**src/rtl/ad_sch_if.sv**
```systemverilog
// ad_sch_if: sample inputs, channel config, scheduled valid/ready output and overflow status of ad_sch.
// The master modport is the driving side (sources and sink); the slave modport is the scheduler.
interface ad_sch_if #(
  parameter int DW    = 24,
  parameter int CNT_W = 16
);
  logic [4*DW-1:0]    ch_data;
  logic [3:0]         ch_vld;
  logic [3:0]         cfg_ch_en;
  logic               ovf_clr;
  logic [DW-1:0]      out_data;
  logic [1:0]         out_ch;
  logic               out_vld;
  logic               out_rdy;
  logic [3:0]         ovf;
  logic [4*CNT_W-1:0] drop_cnt;

  modport master (
    output ch_data, ch_vld, cfg_ch_en, ovf_clr, out_rdy,
    input  out_data, out_ch, out_vld, ovf, drop_cnt
  );

  modport slave (
    input  ch_data, ch_vld, cfg_ch_en, ovf_clr, out_rdy,
    output out_data, out_ch, out_vld, ovf, drop_cnt
  );
endinterface

```
**src/rtl/ad_sch.sv**
```systemverilog
// ad_sch: 4-channel scheduler, one-deep hold per channel, round-robin onto valid/ready; 2 cycles strobe-to-out_vld,
// output holds while out_rdy=0 and a re-capture on a pending channel is an overrun. Drop counters only with AD_SCH_STAT_EN.
module ad_sch #(
  parameter int DW    = 24,
  parameter int CNT_W = 16
) (
  input logic     clk_sys,
  input logic     rst,
  ad_sch_if.slave bus
);
  logic [DW-1:0] hold [4];
  logic [3:0]    pend;
  logic [3:0]    cap;
  logic [3:0]    elig;
  logic [3:0]    ovr;
  logic [3:0]    ovf_q;
  logic [1:0]    ptr;
  logic [1:0]    gnt;
  logic          gnt_vld;
  logic          slot_free;
  logic          take;
  logic [DW-1:0] out_data_q;
  logic [1:0]    out_ch_q;
  logic          out_vld_q;

  assign cap       = bus.ch_vld & bus.cfg_ch_en;
  // A channel being disabled is never granted, even in the cycle its pend bit is still set.
  assign elig      = pend & bus.cfg_ch_en;
  assign slot_free = !out_vld_q || bus.out_rdy;
  assign take      = slot_free && gnt_vld;

  always_comb begin
    gnt     = ptr;
    gnt_vld = 1'b0;
    for (int k = 0; k < 4; k++) begin
      if (!gnt_vld && elig[ptr + 2'(k)]) begin
        gnt     = ptr + 2'(k);
        gnt_vld = 1'b1;
      end
    end
  end

  always_comb begin
    ovr = '0;
    for (int i = 0; i < 4; i++) begin
      ovr[i] = cap[i] && pend[i] && !(take && gnt == 2'(i));
    end
  end

  always_ff @(posedge clk_sys) begin
    if (rst) begin
      pend       <= '0;
      ptr        <= '0;
      ovf_q      <= '0;
      out_data_q <= '0;
      out_ch_q   <= '0;
      out_vld_q  <= 1'b0;
      for (int i = 0; i < 4; i++) begin
        hold[i] <= '0;
      end
    end else begin
      for (int i = 0; i < 4; i++) begin
        if (cap[i]) begin
          hold[i] <= bus.ch_data[i*DW +: DW];
        end
        if (!bus.cfg_ch_en[i]) begin
          pend[i] <= 1'b0;
        end else if (cap[i]) begin
          pend[i] <= 1'b1;
        end else if (take && gnt == 2'(i)) begin
          pend[i] <= 1'b0;
        end
      end
      // An overrun in the clear cycle survives the clear.
      ovf_q <= (bus.ovf_clr ? 4'b0000 : ovf_q) | ovr;
      if (slot_free) begin
        if (take) begin
          out_data_q <= hold[gnt];
          out_ch_q   <= gnt;
          out_vld_q  <= 1'b1;
          ptr        <= gnt + 2'd1;
        end else begin
          out_vld_q  <= 1'b0;
        end
      end
    end
  end

  assign bus.out_data = out_data_q;
  assign bus.out_ch   = out_ch_q;
  assign bus.out_vld  = out_vld_q;
  assign bus.ovf      = ovf_q;

`ifdef AD_SCH_STAT_EN
  logic [4*CNT_W-1:0] cnt;

  always_ff @(posedge clk_sys) begin
    if (rst) begin
      cnt <= '0;
    end else begin
      for (int i = 0; i < 4; i++) begin
        if (ovr[i]) begin
          if (bus.ovf_clr) begin
            cnt[i*CNT_W +: CNT_W] <= CNT_W'(1);
          end else if (!(&cnt[i*CNT_W +: CNT_W])) begin
            cnt[i*CNT_W +: CNT_W] <= cnt[i*CNT_W +: CNT_W] + CNT_W'(1);
          end
        end else if (bus.ovf_clr) begin
          cnt[i*CNT_W +: CNT_W] <= '0;
        end
      end
    end
  end

  assign bus.drop_cnt = cnt;
`else
  assign bus.drop_cnt = {(4*CNT_W){1'b0}};
`endif

endmodule

```
**src/flat_wrapper.sv**
```systemverilog
// flat-port wrapper written by rule: the top's interface ports become plain ports
module ad_sch_flat 
#(
  parameter int DW    = 24,
  parameter int CNT_W = 16
)
  (clk_sys, rst, bus_ch_data, bus_ch_vld, bus_cfg_ch_en, bus_ovf_clr, bus_out_rdy, bus_out_data, bus_out_ch, bus_out_vld, bus_ovf, bus_drop_cnt);
  ad_sch_if #(.DW(DW), .CNT_W(CNT_W)) bus_i ();
  input logic clk_sys;
  input logic rst;
  input wire logic [$bits(bus_i.ch_data)-1:0] bus_ch_data;
  input wire logic [$bits(bus_i.ch_vld)-1:0] bus_ch_vld;
  input wire logic [$bits(bus_i.cfg_ch_en)-1:0] bus_cfg_ch_en;
  input wire logic [$bits(bus_i.ovf_clr)-1:0] bus_ovf_clr;
  input wire logic [$bits(bus_i.out_rdy)-1:0] bus_out_rdy;
  output wire logic [$bits(bus_i.out_data)-1:0] bus_out_data;
  output wire logic [$bits(bus_i.out_ch)-1:0] bus_out_ch;
  output wire logic [$bits(bus_i.out_vld)-1:0] bus_out_vld;
  output wire logic [$bits(bus_i.ovf)-1:0] bus_ovf;
  output wire logic [$bits(bus_i.drop_cnt)-1:0] bus_drop_cnt;
  assign bus_i.ch_data = bus_ch_data;
  assign bus_i.ch_vld = bus_ch_vld;
  assign bus_i.cfg_ch_en = bus_cfg_ch_en;
  assign bus_i.ovf_clr = bus_ovf_clr;
  assign bus_i.out_rdy = bus_out_rdy;
  assign bus_out_data = bus_i.out_data;
  assign bus_out_ch = bus_i.out_ch;
  assign bus_out_vld = bus_i.out_vld;
  assign bus_ovf = bus_i.ovf;
  assign bus_drop_cnt = bus_i.drop_cnt;
  ad_sch #(.DW(DW), .CNT_W(CNT_W)) u_core (.clk_sys(clk_sys), .rst(rst), .bus(bus_i));
endmodule
```
**config.mk**
```make
export PLATFORM = sky130hd
export DESIGN_NAME = ad_sch_flat
export DESIGN_NICKNAME = d
export VERILOG_FILES = /design/src/rtl/ad_sch_if.sv /design/src/rtl/ad_sch.sv /design/src/flat_wrapper.sv
export SDC_FILE = /design/constraint.sdc
export NUM_CORES = 1
export LEC_CHECK = 0
export ABC_CLOCK_PERIOD_IN_PS = 3100
export BUFFER_PORTS_ARGS = -buffer_cell sky130_fd_sc_hd__buf_2
export CORE_MARGIN = 1.5
export CORE_UTILIZATION = 55
export CTS_CLUSTER_DIAMETER = 100
export CTS_CLUSTER_SIZE = 40
export DETAILED_ROUTE_END_ITERATION = 10
export GPL_ROUTABILITY_DRIVEN = 0
export PLACE_DENSITY = 0.86
export SETUP_SLACK_MARGIN = 0.15
export SYNTH_ARGS = -nofsm -noshare
export SYNTH_HDL_FRONTEND = slang
export SYNTH_SLANG_ARGS = --single-unit
```
**constraint.sdc**
```tcl
create_clock -name clk_sys -period 3.1 [get_ports clk_sys]
set_clock_uncertainty 0.05 [all_clocks]
set_input_delay 0.31 -clock clk_sys [delete_from_list [all_inputs] [get_ports clk_sys]]
set_output_delay 0.31 -clock clk_sys [all_outputs]
set_load 0.1 [all_outputs]
```
# After elaboration in Yosys (flattened, before gate mapping)
# Memory sizes are Yosys's and may differ from the RTL's. A register that Yosys moved wholly into a read port is not among the register bits.
# Index checks and enable logic that the tools add are counted.
[totals] register_bits=13 ramBits=96 output_inout_bits=95 word_cells=109 n_memories=1
[mem_list] name="u_core.hold" depth=4 word_bits=24 read_ports=1 rd_clocked_by_memory_dff=1 write_ports=4 line="ad_sch.sv:11" rtl="logic [DW-1:0] hold [4];"
[op_classes] addsub=4 magnitude_cmp=4 eq_ne=3 mux=43 n_bitwise=11 n_reduce_logical=35
[op_table] cell="two-way mux 24 bit" count=4
[op_table] cell="two-way mux 1 bit" count=31
[op_table] cell="logical AND 1 bit" count=16
[op_table] cell="less-than comparator 2 x 3 -> 1 bit, second input constant" count=4
[op_table] cell="AND 4 bit" count=2
[op_table] cell="binary-select mux 1 bit (select 2 bit)" count=4
[op_table] cell="logical NOT 1 bit" count=8
[op_table] cell="nonzero test 2 bit" count=4
[op_table] cell="OR reduction 2 bit" count=4
[op_table] cell="two-way mux 2 bit" count=3
[op_table] cell="adder 2 x 1 -> 2 bit, second input constant" count=2
[op_table] cell="adder 2 bit, second input constant" count=2
[op_table] cell="equality test 2 bit, second input constant" count=2
[op_table] cell="two-way mux 4 bit" count=1
[op_table] cell="inverter 1 bit" count=4
[op_table] cell="bitwise OR 1 bit" count=4
[op_table] cell="bitwise OR 4 bit" count=1
[op_table] cell="equality test 2 x 1 -> 1 bit, second input constant" count=1
[op_table] cell="logical NOT 2 bit" count=1
[op_table] cell="AND reduction 2 bit" count=1
[op_table] cell="logical OR 1 bit" count=1

# Logic depth before layout (Yosys ltp)
[logic_depth] word_depth=18 depth_mapped=7

# Least setup slack after synthesis
# No wires, ideal clock.
[synth_timing] kind="register -> register" startpoint="register u_core.out_vld_q (netlist: u_core.bus.out_vld)" endpoint="register u_core.ptr[1]" setup_ns=0.086 arrival_time_ns=2.049 path_slack_ns=0.916 path_stages_with_launch=7 path_buffers=2 synth_period_minus_slack_ns=2.184 path_cell_list="dfxtp_1 nor2b_1 a31o_2 buf_6 buf_2 nor3_1 a211oi_1"
[synth_between] elab_chain_cells=4
[synth_lines] element="start: declaration" line="ad_sch.sv:24" rtl="logic out_vld_q;"
[synth_lines] element="start signal: assignment" line="ad_sch.sv:57" rtl="out_vld_q <= 1'b0;"
[synth_lines] element="start signal: assignment" line="ad_sch.sv:80" rtl="out_vld_q <= 1'b1;"
[synth_lines] element="start signal: assignment" line="ad_sch.sv:83" rtl="out_vld_q <= 1'b0;"
[synth_lines] element="logical NOT 1 bit *" line="ad_sch.sv:29" rtl="assign slot_free = !out_vld_q || bus.out_rdy;"
[synth_lines] element="logical OR 1 bit *" line="ad_sch.sv:29"
[synth_lines] element="logical AND 1 bit" line="ad_sch.sv:30" rtl="assign take = slot_free && gnt_vld;"
[synth_lines] element="AND reduction 2 bit (no line) *"
[synth_lines] element="end signal: assignment" line="ad_sch.sv:81" rtl="ptr <= gnt + 2'd1;"
[synth_lines] element="end: declaration" line="ad_sch.sv:17" rtl="logic [1:0] ptr;"
# Mark *: on every way between the ends. The rest lies on a longest branch, timed or not.
# A chain may end at the register's enable or synchronous reset.

# Worst setup path after layout
[layout_timing] startpoint="register u_core.ptr[1]" endpoint="register u_core.out_data_q[3] (netlist: u_core.bus.out_data[3]), read port of u_core.hold"
[layout_between] elab_chain_cells=14 elab_cells_between_ends=26 cone_classes="3 x add/sub; 15 x mux; 8 x reduce/logical"
[layout_lines] element="branches (longest 14 deep; another with adder 2 x 1 -> 2 bit)"
[layout_lines] element="end: declaration" line="ad_sch.sv:22" rtl="logic [DW-1:0] out_data_q;"
# Parallel ways; which one is timed is not known. The select of a mux whose other input is x is not followed.

==> qor.yml <==
final_cells: 795
dp.cells: 763
leakage_nw: 3.134
synth_edf_count: 96
p_per_area_mw_per_mm2: 710.4
grt_pass1_wl_microns: 23360
tightest_slew_ps: 865.4
core-area_sq_mm: 0.01147
status: "completed"
antenna_found_initial: 1
switching_share_pct: 33.63
grt_remaining_overflow: 0
reg2regPathDepth: 5
p_sw_mw: 1.801
cts_hold_buf: 0
clockBufferDepth: 2
pwr-share-comb_pct: 23.9
finalSetupViolCount: 0
yosys.cell_types.count: 53
clock_sinks: 133
path_clk_slew_ps: 60
grt_max_degree: 34
placed_area_sq_mm: 0.006968
synthFlopType: "edfxtp_1"
nNetsFinal: 747
root_buffer: "clkbuf_16"
fmax_mhz: 423.8
grt.total_usage_pct: 24.68
syn_area_per_cell_sq_um: 13.02
area_growth_pct: 16.26
whs_path_depth: 2
start_kind: "register"
drive_gt1_share_pct: 38.34
crit_path_end_kind: "register"
synthCells: 498
maxCapViolCount: 0
clock_latency_ps: 420
reg2reg_setup_slack_ps: 740
r2r-end: "u_core.bus.out_data[3]$_SDFFE_PP0P_"
io_buffer_count: 138
hold_path_end: "u_core.hold[1][22]$_SDFFCE_PN0P_"
critical_path_required_ps: 3370
finalWirelength_microns: 15240
finalPower_mw: 5.356
rows: 39
drc: 0
min_from: "bus_ch_data[46]"
ys.warnings.count: 0
reg2reg_from: "u_core.ptr[1]$_SDFFE_PP0P_"
io_pins: 203
worst-setup-path-type: "register to register"
ir_worst_vdd_mv: 0.3664
fin_crit_sh_pct: 76.12
wl_per_cell_microns: 19.17
worstPathArrival_ps: 2630
ant_nets: 0
drt-initial-drc-count: 467
grt_pass1_vias: 4376
min_path_type: "input pin to register"
cellInternalPower_mw: 3.555
postCtsResizedCells: 0
critical_path.max_fanout: 18
final_hold_viol_count: 0
numCtsBuffers: 17
via_count: 4436
pwr-share-clk_pct: 35.8
p_seq_share_pct: 40.4
yosysSeqAreaShare_pct: 55.87
post_cts_buffers: 0
max_slew_margin_pct: 42.31
drtPass1Iterations: 6
fin_setup_tns_ps: 0
dieArea_sq_mm: 0.01245
synthArstFlopShare_pct: 0
post-route-cell-area_sq_mm: 0.007540
die_w_microns: 111.6
post-route-min-period_ps: 2360
start_util_pct: 56.55
slew_violations: 0
rsz0062_at_grt: "false"
cp-startpoint: "u_core.ptr[1]$_SDFFE_PP0P_"
vias_per_cell: 5.580
diodes: 0
die_h_microns: 111.6
synthesis.area_sq_mm: 0.006485
cts_tree: "built"
ys_ff_latch: 133
place_hpwl_microns: 10590
h-tree-depth: 4
-- final cells by class --
| class | instances | area [sq um] |
|---|---|---|
| Clock inverter | 4 | 45.04 |
| Multi-Input combinational cell | 333 | 2362 |
| Inverter | 2 | 7.507 |
| Clock buffer | 28 | 526.8 |
| Tap cell | 143 | 178.9 |
| Fill cell | 829 | 3928 |
| Sequential cell | 133 | 3623 |
| Timing Repair Buffer | 152 | 795.8 |
-- critical path: stages, from the launching register on --
cell	delay, ps
dfxtp_1	570
inv_1	250
o31ai_4	580
buf_4	400
a22oi_1	150
a211oi_1	270
-- Yosys cell counts, drive strengths merged, types with 2 or more instances --
library cell / number / area share (%)
and2: 100 / 9.7
edfxtp: 96 / 44
buf: 77 / 9.5
dfxtp: 37 / 11
nor2: 32 / 1.9
a211oi: 25 / 4.4
a221oi: 25 / 5.3
a22oi: 25 / 4.5
nand2: 19 / 1.1
clkbuf: 11 / 0.69
a31oi: 6 / 0.68
a31o: 4 / 0.54
a21oi: 3 / 0.23
a32o: 3 / 0.46
nand3: 3 / 0.23
nor3: 3 / 0.23
o21ai: 3 / 0.23
o31ai: 3 / 0.71
a21boi: 2 / 0.23
bufbuf: 2 / 0.79
inv: 2 / 0.12
-- layout by cell type, fill, tap and decap left out, drive strengths merged, types with 4 or more instances in the layout --
cell    count
edfxtp     96
a22oi      25
a211oi     25
nor2       32
a31o        4
dfxtp      37
conb       64
a221oi     25
and2      100
a31oi       6
buf       152
nand2      19
clkbuf     28
-- per-layer routing --
layer	track usage [%]	share of wire, %	vias to the layer above
li1	-	-	1984
met1	30.89	39	2118
met2	38.85	48	280
met3	7.621	9.1	52
met4	12.74	4.0	2
met5	0	0.072	-
-- power by group through the flow --
stage | logic, mW | registers [mW] | clock network, mW
floorplan | 0.849 | 2.47 | 0
global placement | 1.25 | 2.19 | 0
detailed placement | 1.27 | 2.19 | 0
CTS | 1.28 | 2.16 | 1.93
global route | 1.33 | 2.17 | 2.00
finish | 1.28 | 2.16 | 1.92
-- stage by stage --
stage	hold WS (ps)	setup WS, ps	utilization [%]
5_1_grt	117.5	594.0	65.75
3_3_place_gp	393.7	862.8	60.76
6_report	120.7	740.1	65.75
4_1_cts	107.9	738.9	65.75
3_5_place_dp	400.8	718.1	60.76
2_1_floorplan	426.6	915.7	-
-- logic make-up (layout without fill, tap and decap cells) --
group / count (synthesis) / count (layout) / share of synthesized area (%)
buffers and inverters: 95 / 186 / 11.62
AOI/OAI and AO/OA: 107 / 107 / 18.70
and+or+nand+nor: 162 / 162 / 13.76
other: 1 / 64 / 0.05783
DFF: 133 / 133 / 55.87
-- worst max path at each step --
| stage | end | slack (ps) |
|---|---|---|
| after floorplan | u_core.ptr[1]$_SDFFE_PP0P_ | 920 |
| after CTS | u_core.bus.out_data[3]$_SDFFE_PP0P_ | 740 |
| after global placement | u_core.bus.out_data[3]$_SDFFE_PP0P_ | 860 |
| final | u_core.bus.out_data[3]$_SDFFE_PP0P_ | 740 |
| after detailed placement | u_core.bus.out_data[1]$_SDFFE_PP0P_ | 720 |
| after global routing | u_core.bus.out_data[3]$_SDFFE_PP0P_ | 590 |
-- registers in the layout (all words and copies together), names as in the netlist --
name and cells:
u_core.bus.ovf 4, u_core.hold 96, u_core.bus.out_vld 1, u_core.pend 4, u_core.bus.out_ch 2, u_core.bus.out_data 24
u_core.ptr 2
Note: power is estimated with default switching activity, not from simulation.
